===== config.mk =====
export PLATFORM = sky130hd
export DESIGN_NAME = ps2_key_decoder
export DESIGN_NICKNAME = d
export VERILOG_FILES = /design/src/rtl/ps2_key_decoder.sv
export SDC_FILE = /design/constraint.sdc
export NUM_CORES = 1
export LEC_CHECK = 0
export CAP_MARGIN = 20
export CORE_AREA = 2 2 88 90
export DETAILED_ROUTE_END_ITERATION = 16
export DIE_AREA = 0 0 90 92
export PLACE_DENSITY = 0.71
export SYNTH_ARGS = -nofsm -noshare
export SYNTH_HDL_FRONTEND = slang
export SYNTH_SLANG_ARGS = --single-unit
export TNS_END_PERCENT = 5

===== constraint.sdc =====
create_clock -name i_clk -period 6.3 [get_ports i_clk]
set_input_delay 0.945 -clock i_clk [delete_from_list [all_inputs] [get_ports i_clk]]
set_output_delay 0.945 -clock i_clk [all_outputs]
set_load 0.005 [all_outputs]

===== src/rtl/ps2_key_decoder.sv =====
// PS/2 scan-code decoder for ten game keys: prefix FSM, live key bitmap and FWFT event FIFO.
// Optional macro PS2_UNKNOWN_EN pushes 8'hFF for every unrecognised decode.
module ps2_key_decoder #(
   parameter int TIMEOUT_CYCLES  = 250000,
   parameter int FIFO_DEPTH      = 4,
   parameter int SUPPRESS_REPEAT = 1
) (
   input  logic       i_clk,
   input  logic       i_rst,
   input  logic [7:0] i_data,
   input  logic       i_convert,
   output logic [7:0] o_code,
   output logic       o_code_valid,
   input  logic       i_code_ready,
   output logic [9:0] o_keys,
   output logic       o_overflow,
   output logic       o_timeout
);

   localparam int CNT_W = $clog2(TIMEOUT_CYCLES + 1);
   localparam int PTR_W = (FIFO_DEPTH > 1) ? $clog2(FIFO_DEPTH) : 1;
   localparam logic [CNT_W-1:0] TMO_LAST = CNT_W'(TIMEOUT_CYCLES - 1);
   localparam logic [PTR_W:0]   FULL_CNT = (PTR_W + 1)'(FIFO_DEPTH);

   typedef enum logic [1:0] {S_IDLE, S_EXT, S_BRK, S_EXT_BRK} state_t;

   state_t           state, eff_state, nxt_state;
   logic [CNT_W-1:0] cnt;
   logic             tmo_hit;
   logic             dec_en, dec_rel, dec_ext;
   logic             key_hit, suppress;
   logic [3:0]       key_idx;
   logic [7:0]       ev_code;
   logic             push_req, push_ok, pop, full;
   logic [7:0]       push_data;
   logic [7:0]       mem [FIFO_DEPTH];
   logic [PTR_W-1:0] wr_ptr, rd_ptr;
   logic [PTR_W:0]   count;

   // Returns {recognised, index}; arrows only match behind E0, the rest only without it.
   function automatic logic [4:0] lookup(input logic ext, input logic [7:0] b);
      logic [4:0] r;
      r = 5'd0;
      if (ext) begin
         case (b)
            8'h75:   r = 5'h14;
            8'h72:   r = 5'h15;
            8'h6B:   r = 5'h16;
            8'h74:   r = 5'h17;
            default: r = 5'd0;
         endcase
      end else begin
         case (b)
            8'h1D:   r = 5'h10;
            8'h1B:   r = 5'h11;
            8'h1C:   r = 5'h12;
            8'h23:   r = 5'h13;
            8'h5A:   r = 5'h18;
            8'h29:   r = 5'h19;
            default: r = 5'd0;
         endcase
      end
      return r;
   endfunction

   // A byte landing on the timeout cycle is interpreted as if the FSM were already idle.
   always_comb begin
      tmo_hit   = (state != S_IDLE) && (cnt == TMO_LAST);
      eff_state = tmo_hit ? S_IDLE : state;
      nxt_state = eff_state;
      dec_en    = 1'b0;
      dec_rel   = 1'b0;
      dec_ext   = 1'b0;
      if (i_convert) begin
         case (eff_state)
            S_IDLE: begin
               case (i_data)
                  8'hE0:                      nxt_state = S_EXT;
                  8'hF0:                      nxt_state = S_BRK;
                  8'hFA, 8'hAA, 8'hEE, 8'hFE: nxt_state = S_IDLE;
                  default:                    dec_en    = 1'b1;
               endcase
            end
            S_EXT: begin
               if (i_data == 8'hF0) begin
                  nxt_state = S_EXT_BRK;
               end else if (i_data != 8'hE0) begin
                  dec_en    = 1'b1;
                  dec_ext   = 1'b1;
                  nxt_state = S_IDLE;
               end
            end
            S_BRK: begin
               dec_en    = 1'b1;
               dec_rel   = 1'b1;
               nxt_state = S_IDLE;
            end
            default: begin
               dec_en    = 1'b1;
               dec_rel   = 1'b1;
               dec_ext   = 1'b1;
               nxt_state = S_IDLE;
            end
         endcase
      end
   end

   assign {key_hit, key_idx} = lookup(dec_ext, i_data);
   assign ev_code  = {dec_rel, 2'b00, dec_ext, key_idx};
   assign suppress = !dec_rel && (SUPPRESS_REPEAT != 0) && o_keys[key_idx];

`ifdef PS2_UNKNOWN_EN
   assign push_req  = dec_en && (key_hit ? !suppress : 1'b1);
   assign push_data = key_hit ? ev_code : 8'hFF;
`else
   assign push_req  = dec_en && key_hit && !suppress;
   assign push_data = ev_code;
`endif

   always_ff @(posedge i_clk) begin
      if (i_rst) begin
         state     <= S_IDLE;
         cnt       <= '0;
         o_timeout <= 1'b0;
         o_keys    <= '0;
      end else begin
         state     <= nxt_state;
         o_timeout <= tmo_hit;
         if (i_convert || nxt_state == S_IDLE)
            cnt <= '0;
         else
            cnt <= cnt + CNT_W'(1);
         if (dec_en && key_hit)
            o_keys[key_idx] <= !dec_rel;
      end
   end

   // Event FIFO: a pop frees a slot in the same cycle, so a full FIFO still accepts then.
   assign o_code_valid = (count != '0);
   assign full         = (count == FULL_CNT);
   assign pop          = o_code_valid && i_code_ready;
   assign push_ok      = push_req && (!full || pop);
   assign o_code       = o_code_valid ? mem[rd_ptr] : 8'h00;

   always_ff @(posedge i_clk) begin
      if (push_ok)
         mem[wr_ptr] <= push_data;
   end

   always_ff @(posedge i_clk) begin
      if (i_rst) begin
         wr_ptr     <= '0;
         rd_ptr     <= '0;
         count      <= '0;
         o_overflow <= 1'b0;
      end else begin
         if (push_ok)
            wr_ptr <= wr_ptr + PTR_W'(1);
         if (pop)
            rd_ptr <= rd_ptr + PTR_W'(1);
         case ({push_ok, pop})
            2'b10:   count <= count + (PTR_W + 1)'(1);
            2'b01:   count <= count - (PTR_W + 1)'(1);
            default: count <= count;
         endcase
         if (push_req && !push_ok)
            o_overflow <= 1'b1;
      end
   end

endmodule


### Word-level counts from Yosys, hierarchy flattened

Memories as Yosys holds them, arrays and structs flattened. A register that Yosys moved wholly into a read port is not among the register bits.
Cells that the tools add are included.

| operators by class | value |
|---|---|
| add/subtract/negate cells | 5 |
| $lt $le $gt $ge | 2 |
| eq/ne operators | 23 |
| mux-type cells | 29 |
| reduce and logical (&&, ||, !) cells | 24 |

Operators by type and width:

| kind | count |
|---|---|
| $eq A8 B8 Y1 const B | 6 |
| $eq A8 B7 Y1 const B | 5 |
| $pmux W5 S6 | 1 |
| $eq A8 B5 Y1 const B | 3 |
| $pmux W5 S4 | 1 |
| $add A18 B1 Y18 const B | 1 |
| $eq A18 B18 Y1 const B | 1 |
| $eq A8 B6 Y1 const B | 2 |
| $mux W2 | 6 |
| $mux W1 | 11 |
| $bwmux W10 | 1 |
| $logic_and A1 B1 Y1 | 8 |
| $mux W8 | 1 |
| $ne A8 B8 Y1 const B | 1 |
| $pmux W2 S3 | 1 |
| $pmux W3 S2 | 1 |
| $reduce_or A2 Y1 | 3 |
| $reduce_or A6 Y1 | 1 |
| $lt A4 B5 Y1 const B | 1 |
| $mux W5 | 1 |
| $add A2 B1 Y2 const B | 2 |
| $bmux W1 S4 | 1 |
| $demux W1 S4 | 1 |
| $eq A2 B1 Y1 const B | 2 |
| 13 further kinds | 21 |

| storage, ports and cells | value |
|---|---|
| register bits after elaboration | 39 |
| memory bits (writable) | 24 |
| bits of input ports | 12 |
| output and inout port bits | 21 |
| memories | 1 |

Memory list:

| name | words | width | rd ports | clocked after memory_dff | wr ports | line | RTL |
|---|---|---|---|---|---|---|---|
| mem | 4 | 6 | 1 | 1 | 1 | 36 | `logic [7:0] mem [FIFO_DEPTH];` |

### Longest topological paths before layout

| depth | value |
|---|---|
| word-level depth | 16 |
| depth in mapped cells | 14 |

### Worst setup path after synthesis

OpenSTA, ideal clock, no wires.

| timing | value |
|---|---|
| path type | input port to flip-flop |
| start point | input i_data[0] |
| end point | register count[2] |
| library setup time | 0.079 ns |
| data arrival time | 3.463 ns |
| required time | 6.221 ns |
| path slack | 2.758 ns |
| stages | 13 |
| buffers on the path | 1 |
| cells stage by stage | buf_2 or2_4 or4b_4 nand3_2 a211oi_1 a311oi_2 a211oi_2 o31ai_4 inv_1 fa_1 nor3b_1 mux2i_1 o211ai_1 |

| between the ends | value |
|---|---|
| longest elaborated chain between the ends | 14 |
| elaborated cells between the ends (all ways) | 39 |

Ends and longest elaborated chain:

| element | line | RTL |
|---|---|---|
| start, declared | 10 | `input logic [7:0] i_data,` |
| $ne A8 B8 Y1 | 87 | `end else if (i_data != 8'hE0) begin` |
| $mux W1 | 87 |  |
| $mux W1 | 85 | `if (i_data == 8'hF0) begin` |
| $pmux W1 S2 | 75 | `case (eff_state)` |
| $mux W1 | 74 | `if (i_convert) begin` |
| $mux W5 | 44 | `if (ext) begin` |
| $bmux W1 S4 | 110 | `assign suppress = !dec_rel && (SUPPRESS_REPEAT != 0) && o_keys[key_idx];` |
| $mux W1 (not written as such) | 110 |  |
| $logic_and A1 B1 Y1 | 110 |  |
| $logic_not A1 Y1 | 116 | `assign push_req = dec_en && key_hit && !suppress;` |
| $logic_and A1 B1 Y1 * | 116 |  |
| $logic_and A1 B1 Y1 * | 142 | `assign push_ok = push_req && (!full \|\| pop);` |
| $eq A2 B1 Y1 / $eq A2 B2 Y1 (equally long branches) | 161 | `case ({push_ok, pop})` |
| $pmux W3 S2 / $reduce_bool A2 Y1 (equally long branches) | n/a |  |
| end signal, assigned | 162 | `2'b10: count <= count + (PTR_W + 1)'(1);` |
| end signal, assigned | 163 | `2'b01: count <= count - (PTR_W + 1)'(1);` |
| end signal, assigned | 164 | `default: count <= count;` |
| end, declared | 38 | `logic [PTR_W:0] count;` |

Every way passes the cells marked *; elsewhere a longest branch is shown, timed or not. The select of a mux whose other input is x is not followed.
A chain may end at the register's enable or synchronous reset.

### Worst setup path in the final report

| timing | value |
|---|---|
| start point | input i_data[1] |
| end point | register count[2] |

The elaborated chain is that of the path after synthesis.

==> impl_metrics.py <==
metrics = {
    "die": {
        "pin_count": 33,
        "die_w_um": 90,
        "fp-row-count": 32,
        "core-area_sq_um": 7450,
        "fp.dieH_um": 92,
        "die-area_sq_um": 8280,
        "start_util": 0.482,
    },
    "sta": {
        "period_share": 0.671,
        "fin_skew_ps": 9.98,
        "relSlewSlack": 0.328,
        "worst_slack_ps": 2070,
        "timing.final.max_slew_violations": 0,
        "hold_viol": 0,
        "worst_slew_pin_slew_ps": 1000,
        "fmax_ghz": 0.236,
        "final.setup.tns_ps": 0,
        "setup_viol": 0,
        "fin_crit_ps": 4230,
        "rsz0062_at_grt": "false",
    },
    "critical_path": {
        "worst_path_max_delay_cell": "clkdlybuf4s50_1",
        "cp-end-kind": "register",
        "path_cells": "clkdlybuf4s50_1, and3_1, nand4_1, nand2_1, nand3_2, a211oi_4, inv_2, o31ai_4, inv_1, fa_1, nor3b_1, mux2i_1, o211ai_1",
        "worstPathArrival_ps": 4490,
        "worstPathMaxFanout": 15,
        "start_kind": "input pin",
        "max_stage_delay_ps": 770,
        "critPathTopFamily": "simple AND/OR/NAND/NOR gates",
        "rrSetupSlack_ps": 2930,
        "worstPathBufferInverterCount": 3,
        "required_ps": 6560,
        "crit_type": "input pin to register",
    },
    "logic_synthesis": {
        "yosysMostFrequentCell": "nor2_1",
        "avgSynthCellArea_sq_um": 10.3,
        "ys_seq_area_frac": 0.430,
        "syn_area_sq_um": 3590,
        "synthTopCellsByCount": "45 x nor2_1, 41 x dfxtp_1, 24 x edfxtp_1",
        "synth-seq-cells": 65,
        "synth_area_leaders": "dfxtp_1 23%, edfxtp_1 20%, nor2_1 4.7%, mux4_2 3.8%, xor2_1 2.7%",
        "ys.flop_type": "dfxtp_1",
        "yosysWarnings": 0,
        "ys_types": 80,
        "synth_top_area_share": 0.229,
        "synth-edff-count": 24,
        "synthCells": 347,
        "yosysTopAreaCell": "dfxtp_1",
        "async_reset_ff_frac": 0,
    },
    "pwr": {
        "p_leak_nw": 1.45,
        "ir_drop_mv": 0.0998,
        "power_density_nw_per_um2": 243,
    },
    "drt": {
        "totalWireLength_mm": 7.14,
        "num_vias": 2655,
        "wl_per_cell_um": 14.9,
        "drt_iter0_markers": 105,
        "drc": 0,
        "ant_nets": 0,
        "drt_pass1_iterations": 4,
        "vias_per_cell": 5.53,
    },
    "clock_tree": {
        "cts_setup_buffers": 0,
        "cts_tree": "built",
        "clk_pin_slew_ps": 70,
        "cts_resized": 0,
        "hold_buffers": 0,
        "cts_buffer_depth": 2,
        "clkLatencyLatePin_ps": 340,
        "cts_made_buffers": 9,
        "h-tree-depth": 3,
        "clock_sinks": 65,
        "cts-root-buf": "clkbuf_8",
    },
    "final_layout": {
        "nNetsFinal": 391,
        "utilization": 0.554,
        "drive_gt1_frac": 0.146,
        "diodes": 0,
        "nFillCells": 670,
        "areaGrowthSynthToFinish_pct": 15.1,
        "fin_area_sq_um": 4130,
        "final_cells": 480,
    },
    "global_routing": {
        "antenna_found_initial": 0,
        "grt_max_degree": 29,
        "gr-usage-all-layers": 0.183,
        "grt_pass1_vias": 2582,
        "grt_remaining_overflow": 0,
        "grt_pass1_wl_mm": 12.1,
    },
    "placed_design": {
        "dp.cells": 464,
        "place_congestion": 0.960,
        "place_hpwl_mm": 5.28,
        "dpl_cell_area_sq_um": 3940,
        "port_buffers": 30,
        "preCtsSetupSlack_ps": 1780,
    },
    "min_path": {
        "min_path_type": "register to register",
    },
    "run_status": {
        "status": "completed",
    },
    "flow_run": {
        "maxCapViolCount": 0,
    },
}
==> worst register-to-register path, stage by stage, from the launching register on <==
cell	delay, ps
dfxtp_1	350
ha_1	180
and3_1	320
nand3_2	150
o21ai_4	240
o21ai_0	200
a211oi_4	410
inv_2	130
o31ai_4	340
inv_1	90
fa_1	430
nor3b_1	230
mux2i_1	130
o211ai_1	90
==> state kept, by name, summed over array words and instances, names as in the netlist, 2 cells and up, named ones only <==
register	cells
mem	24
cnt	18
o_keys	10
count	3
rd_ptr	2
state	2
wr_ptr	2
==> cell families (layout without fill, tap and decap cells) <==
kind of cell | Yosys count | in the layout | synth area share
AOI/OAI and AO/OA | 49 | 49 | 0.112
xor gates and xnor gates | 19 | 19 | 0.0464
adders and majority gates | 6 | 6 | 0.0230
buffers and inverters | 27 | 57 | 0.0342
DFF | 65 | 65 | 0.430
muxes | 16 | 16 | 0.0673
other | 1 | 2 | 0.00105
and+or+nand+nor | 164 | 164 | 0.287
==> layer usage <==
| metal | track usage | wire length (um) |
|---|---|---|
| met4 | 0.0949 | 130 |
| met3 | 0.0394 | 318 |
| met2 | 0.308 | 3440 |
| met1 | 0.221 | 3250 |
| met5 | 0 | 0 |
==> report_power, final <==
group | switching, mW | internal [mW] | leakage (nW)
Sequential | 0.0202 | 0.445 | 0.535
Combinational | 0.0840 | 0.124 | 0.811
Clock | 0.163 | 0.166 | 0.101
==> path summary, 6_finish.rpt <==
check | from | end | cells after the start
worst max-delay path | i_data[1] | count[2]$_SDFFE_PP0P_ | 13
worst min-delay path | cnt[0]$_SDFF_PP0_ | cnt[0]$_SDFF_PP0_ | 1
worst max register to register | cnt[0]$_SDFF_PP0_ | count[2]$_SDFFE_PP0P_ | 13
worst min register to register | cnt[0]$_SDFF_PP0_ | cnt[0]$_SDFF_PP0_ | 1
==> through the flow <==
| step | power, mW | hold slack, ps |
|---|---|---|
| floorplan | 0.595 | 413 |
| CTS | 1.01 | 450 |
| finish | 1.00 | 445 |
| global placement | 0.677 | 425 |
| global route | 1.05 | 486 |
| detailed placement | 0.684 | 440 |
==> area by class of cell <==
| type | instances | area (sq um) | share of cell area |
|---|---|---|---|
| Tap cell | 102 | 128 | 0.0309 |
| Timing Repair Buffer | 30 | 300 | 0.0727 |
| Multi-Input combinational cell | 256 | 1930 | 0.467 |
| Clock inverter | 6 | 41.3 | 0.0100 |
| Sequential cell | 65 | 1540 | 0.373 |
| Clock buffer | 10 | 149 | 0.0361 |
| Inverter | 11 | 41.3 | 0.0100 |
==> cells in the final DEF (no fill, tap or decap), drive strengths merged, types with 7 or more instances in the layout <==
| cell type | instances |
|---|---|
| nor2 | 45 |
| dfxtp | 41 |
| clkdlybuf4s50 | 30 |
| edfxtp | 24 |
| nand2 | 21 |
| nand3 | 18 |
| and2 | 13 |
| xor2 | 11 |
| o21ai | 11 |
| clkbuf | 10 |
| inv | 10 |
| a21oi | 9 |
| and3 | 8 |
| xnor2 | 8 |
| mux2i | 8 |
| nand2b | 7 |
| nor3 | 7 |
| clkinv | 7 |
Note: power is estimated with default switching activity, not from simulation.
==> RTL change 1 (config.mk and constraints unchanged) <==
`TIMEOUT_CYCLES`: 250000 -> 500000.
--- a/src/rtl/ps2_key_decoder.sv
+++ b/src/rtl/ps2_key_decoder.sv
@@ -3,3 +3,3 @@
 module ps2_key_decoder #(
-   parameter int TIMEOUT_CYCLES  = 250000,
+   parameter int TIMEOUT_CYCLES  = 500000,
    parameter int FIFO_DEPTH      = 4,
Behaviour: same outputs for any inputs over 4 cycles, from zero or initial values and one cycle with i_rst high; that may be too few to reach the edited logic, so the function may still have changed.
==> RTL change 1 against the original RTL <==
Cell area shrank 3.9%. Sequential cell count grew 1. Synthesized area decreased by 5.1%. First-iteration DRC count decreased by 12%. Setup slack got worse by 0.13 ns. Core utilization down 2.2 points. Wire length decreased by 4.4%. Highest routed layer unchanged.
Power is not compared: it rests on default switching activity, and its combinational part moved more than twofold at a synthesized area within 25%.
==> RTL change 1: results (changes against the original RTL) <==
stage	metric	value	unit	change
status	outcome	complete, no violations		
placed_design	place.gp.congestion	0.887		-7.6%
finish	final-nonclk-buf-share	7.76	%	+0.49 points
synth	ys_seq_area_share	45.9	%	+2.9 points
synth	synth_area_leaders	dfxtp_1, edfxtp_1, nor2_1		
finish	fin_nets	385		-1.5%
timing	hold-worst-slack	0.461	ns	+0.0166 ns
timing	skew	0.0115	ns	+0.00153 ns
routing	wl_met2	3180	um	-7.4%
worst_setup_path	worst_r2r_path_depth	16		+3
synth	synthAdderAreaFrac	2.43	%	+0.12 points
timing	tightestPinTransition	0.904	ns	-0.100 ns
finish	signal_buffers	31		+3.3%
finish	multi_input_gates	249		-2.7%
synth	yosys-mux-area-fraction	8.20	%	+1.5 points
routing	wl_met3	323	um	+1.6%
global_route	use_met3	4.03	%	+0.082 points
global_route	grt_util_met1	22.5	%	+0.44 points
synth	synth-seq-cells	66		+1.5%
finish	nFillCells	696		+3.9%
finish	clock_buffers	12		+2
global_route	grt_pass1_wl	11500	um	-5.0%
finish	seq_share	39.4	%	+2.0 points
global_route	grt_util_all_layers	17.3	%	-0.95 points
synth	synth-compound-area-share	9.67	%	-1.5 points
synth	synth-xor-area-share	5.15	%	+0.51 points
timing	period_needed	4.36	ns	+0.134 ns
==> RTL change 1: changes by cell type after synthesis, sizes merged, moves of 4 or more <==
cell	unedited run	this run
nor2b	5	9
nand2	21	17
nor2	45	50
clkbuf	6	10
buf	10	3
==> RTL change 1: metrics by stage <==
stage                     instances  instance area [um2]
after detailed placement        458                 3790
after floorplan                 338                 3410
final                           474                 3970
after CTS                       474                 3970
after global placement          458                 3790
after global routing            474                 3970
==> RTL change 1: power groups by stage <==
| stage | Clock [mW] | Combinational (mW) | Sequential, mW |
|---|---|---|---|
| 6_report | 0.331 | 0.0990 | 0.458 |
| 5_1_grt | 0.355 | 0.111 | 0.460 |
| 4_1_cts | 0.336 | 0.0999 | 0.459 |
| 3_5_place_dp | 0 | 0.0995 | 0.469 |
| 3_3_place_gp | 0 | 0.0985 | 0.468 |
| 2_1_floorplan | 0 | 0.0695 | 0.461 |
==> RTL change 2 (same settings) <==
Without the edit above. The 4 states of `state_t` get a one-hot encoding in 4 bits.
--- a/src/rtl/ps2_key_decoder.sv
+++ b/src/rtl/ps2_key_decoder.sv
@@ -24,3 +24,3 @@
 
-   typedef enum logic [1:0] {S_IDLE, S_EXT, S_BRK, S_EXT_BRK} state_t;
+   typedef enum logic [3:0] {S_IDLE = 4'b0001, S_EXT = 4'b0010, S_BRK = 4'b0100, S_EXT_BRK = 4'b1000} state_t;
 
Formal check against the unedited RTL: no difference found for any inputs over 4 cycles, from zero or initial values and one cycle with i_rst high; so few cycles prove little.
==> RTL change 2 against the original RTL <==
Cell count up 5.8%. Setup slack worse by 0.61 ns. Global-route usage up 1.0 points. Synthesized cell count up 8.4%. Largest cell class unchanged. Sequential cell count up 2. Wire length up 5.8%. Cell area up 1.8%. Synthesized area up 2.3%. Clock skew up 0.0037 ns. Worst hold slack worse by 0.0035 ns. Via count up 6.2%.
Power is not compared: it rests on default switching activity, and its combinational part moved more than twofold at a synthesized area within 25%.
==> RTL change 2: results (changes against the original RTL) <==
stage	metric	value	unit	change
synth	synth_common_cells	nor2_1, dfxtp_1, nand3_1, edfxtp_1		
global_route	grt_util_all_layers	19.3	%	+1.0 points
finish	fin_nets	420		+7.4%
power_and_ir_drop	vdd_ir_drop_max	0.124	mV	
finish	drive_above_1_share	10.8	%	-3.7 points
worst_setup_path	crit_path_max_fanout	12		-3
routing	dr.pass1.iters	5		+1
global_route	grt_pass1_wl	12700	um	+4.9%
global_route	grt_start_max_net_pins	28		-3.4%
placed_design	pre_cts_slack	1.17	ns	-0.608 ns
placed_design	portBuffers	30		unchanged
routing	drt_wl_total	7550	um	+5.8%
cts	clk_latency	0.34	ns	about the same
cts	cts_resized	0		unchanged
synth	yosysWarningCount	0		unchanged
power_and_ir_drop	leakagePower	1.46	nW	
placed_design	hpwl	5460	um	+3.3%
placed_design	place.gp.congestion	0.924		-3.8%
cts	cts_buffer_depth	2		unchanged
worst_setup_path	critPathArrivalTime	5.05	ns	+0.56 ns
power_and_ir_drop	powerClk	324	uW	
finish	diodes	0		unchanged
timing	tightestPinTransition	0.692	ns	-0.312 ns
finish	top_regs	mem (24), cnt (18), o_keys (10)		
status	outcome	complete, no violations		
global_route	grt_pass1_vias	2661		+3.1%
finish	nFillCells	694		+3.6%
cts	clk_pin_slew_worst_paths	0.07	ns	about the same
global_route	antenna_found_initial	0		unchanged
synth	async_flop_share	0	%	unchanged
timing	skew	0.0137	ns	+0.00368 ns
synth	ys_seq_area_share	43.1	%	+0.12 points
synth	synth-edff-count	24		unchanged
routing	drt_iter0_drc	146		+39%
synth	synth_area_leaders	dfxtp_1, edfxtp_1, nor2_1		
timing	fin_tns_setup	0	ns	unchanged
synth	synth_ff_type	dfxtp_1		
cts	h-tree-depth	3		unchanged
power_and_ir_drop	p_total	830	uW	
synth	yosys.cell_types.count	72		-10%
placed_design	dpl_cell_area	4030	um2	+2.4%
power_and_ir_drop	p_seq	450	uW	
routing	viasPerCell	5.55		+0.32%
cts	cts_buffers	9		unchanged
min_path	hp-class	flip-flop to flip-flop		
cts	cts-root-buf	clkbuf_8		
cts	postCtsSetupBuffers	0		unchanged
power_and_ir_drop	intPower	636	uW	
RTL change 2: worst max-delay path: stages:
cell and delay (ns):
clkdlybuf4s50_1 0.69, nor4bb_1 0.58, nand3_1 0.26, nor3_1 0.40, o21ai_0 0.22, a2111oi_4 0.55, nor2_2 0.12, and2b_1 0.23
fa_1 0.16, inv_1 0.07, or4_1 0.53, a32oi_1 0.21, a21oi_1 0.08
RTL change 2: final timing paths:
| kind | startpoint | endpoint | slack, ns | depth (start not counted) |
|---|---|---|---|---|
| worst max-delay path | i_data[4] | count[2] | 1.46 | 13 |
| worst min register to register | cnt[0] | cnt[0] | 0.44 | 1 |
| worst max register to register | state[0] | count[2] | 2.35 | 14 |
| worst min-delay path | cnt[0] | cnt[0] | 0.44 | 1 |
RTL change 2: final cells by class:
type,count,area (um2),area share (%)
Clock buffer,13,159,3.78
Clock inverter,2,11.3,0.268
Inverter,13,48.8,1.16
Multi-Input combinational cell,280,1970,46.8
Sequential cell,67,1580,37.6
Timing Repair Buffer,31,308,7.32
Tap cell,102,128,3.04
RTL change 2: through the flow:
step                hold slack, ns  std cells  util [%]
floorplan                    0.413        377         -
global placement             0.426        493      54.2
detailed placement           0.432        493      54.2
CTS                          0.443        508      56.5
global route                 0.473        508      56.5
finish                       0.441        508      56.5
RTL change 2: kinds of logic after synthesis:
logic type      Yosys count  share of synthesized area [%]
compound gates           45                           10.0
xor+xnor                 23                           5.49
fa+ha+maj                 6                           2.25
buf+inv                  30                           3.38
flops                    67                           43.1
mux                      20                           7.64
other cells               1                          0.102
simple gates            184                           28.0
RTL change 2: metal layers:
metal | track usage [%] | share of wire, %
met1 | 24.1 | 46
met2 | 33.2 | 50
met3 | 3.70 | 3.4
met4 | 7.31 | 1.1
met5 | 0 | 0
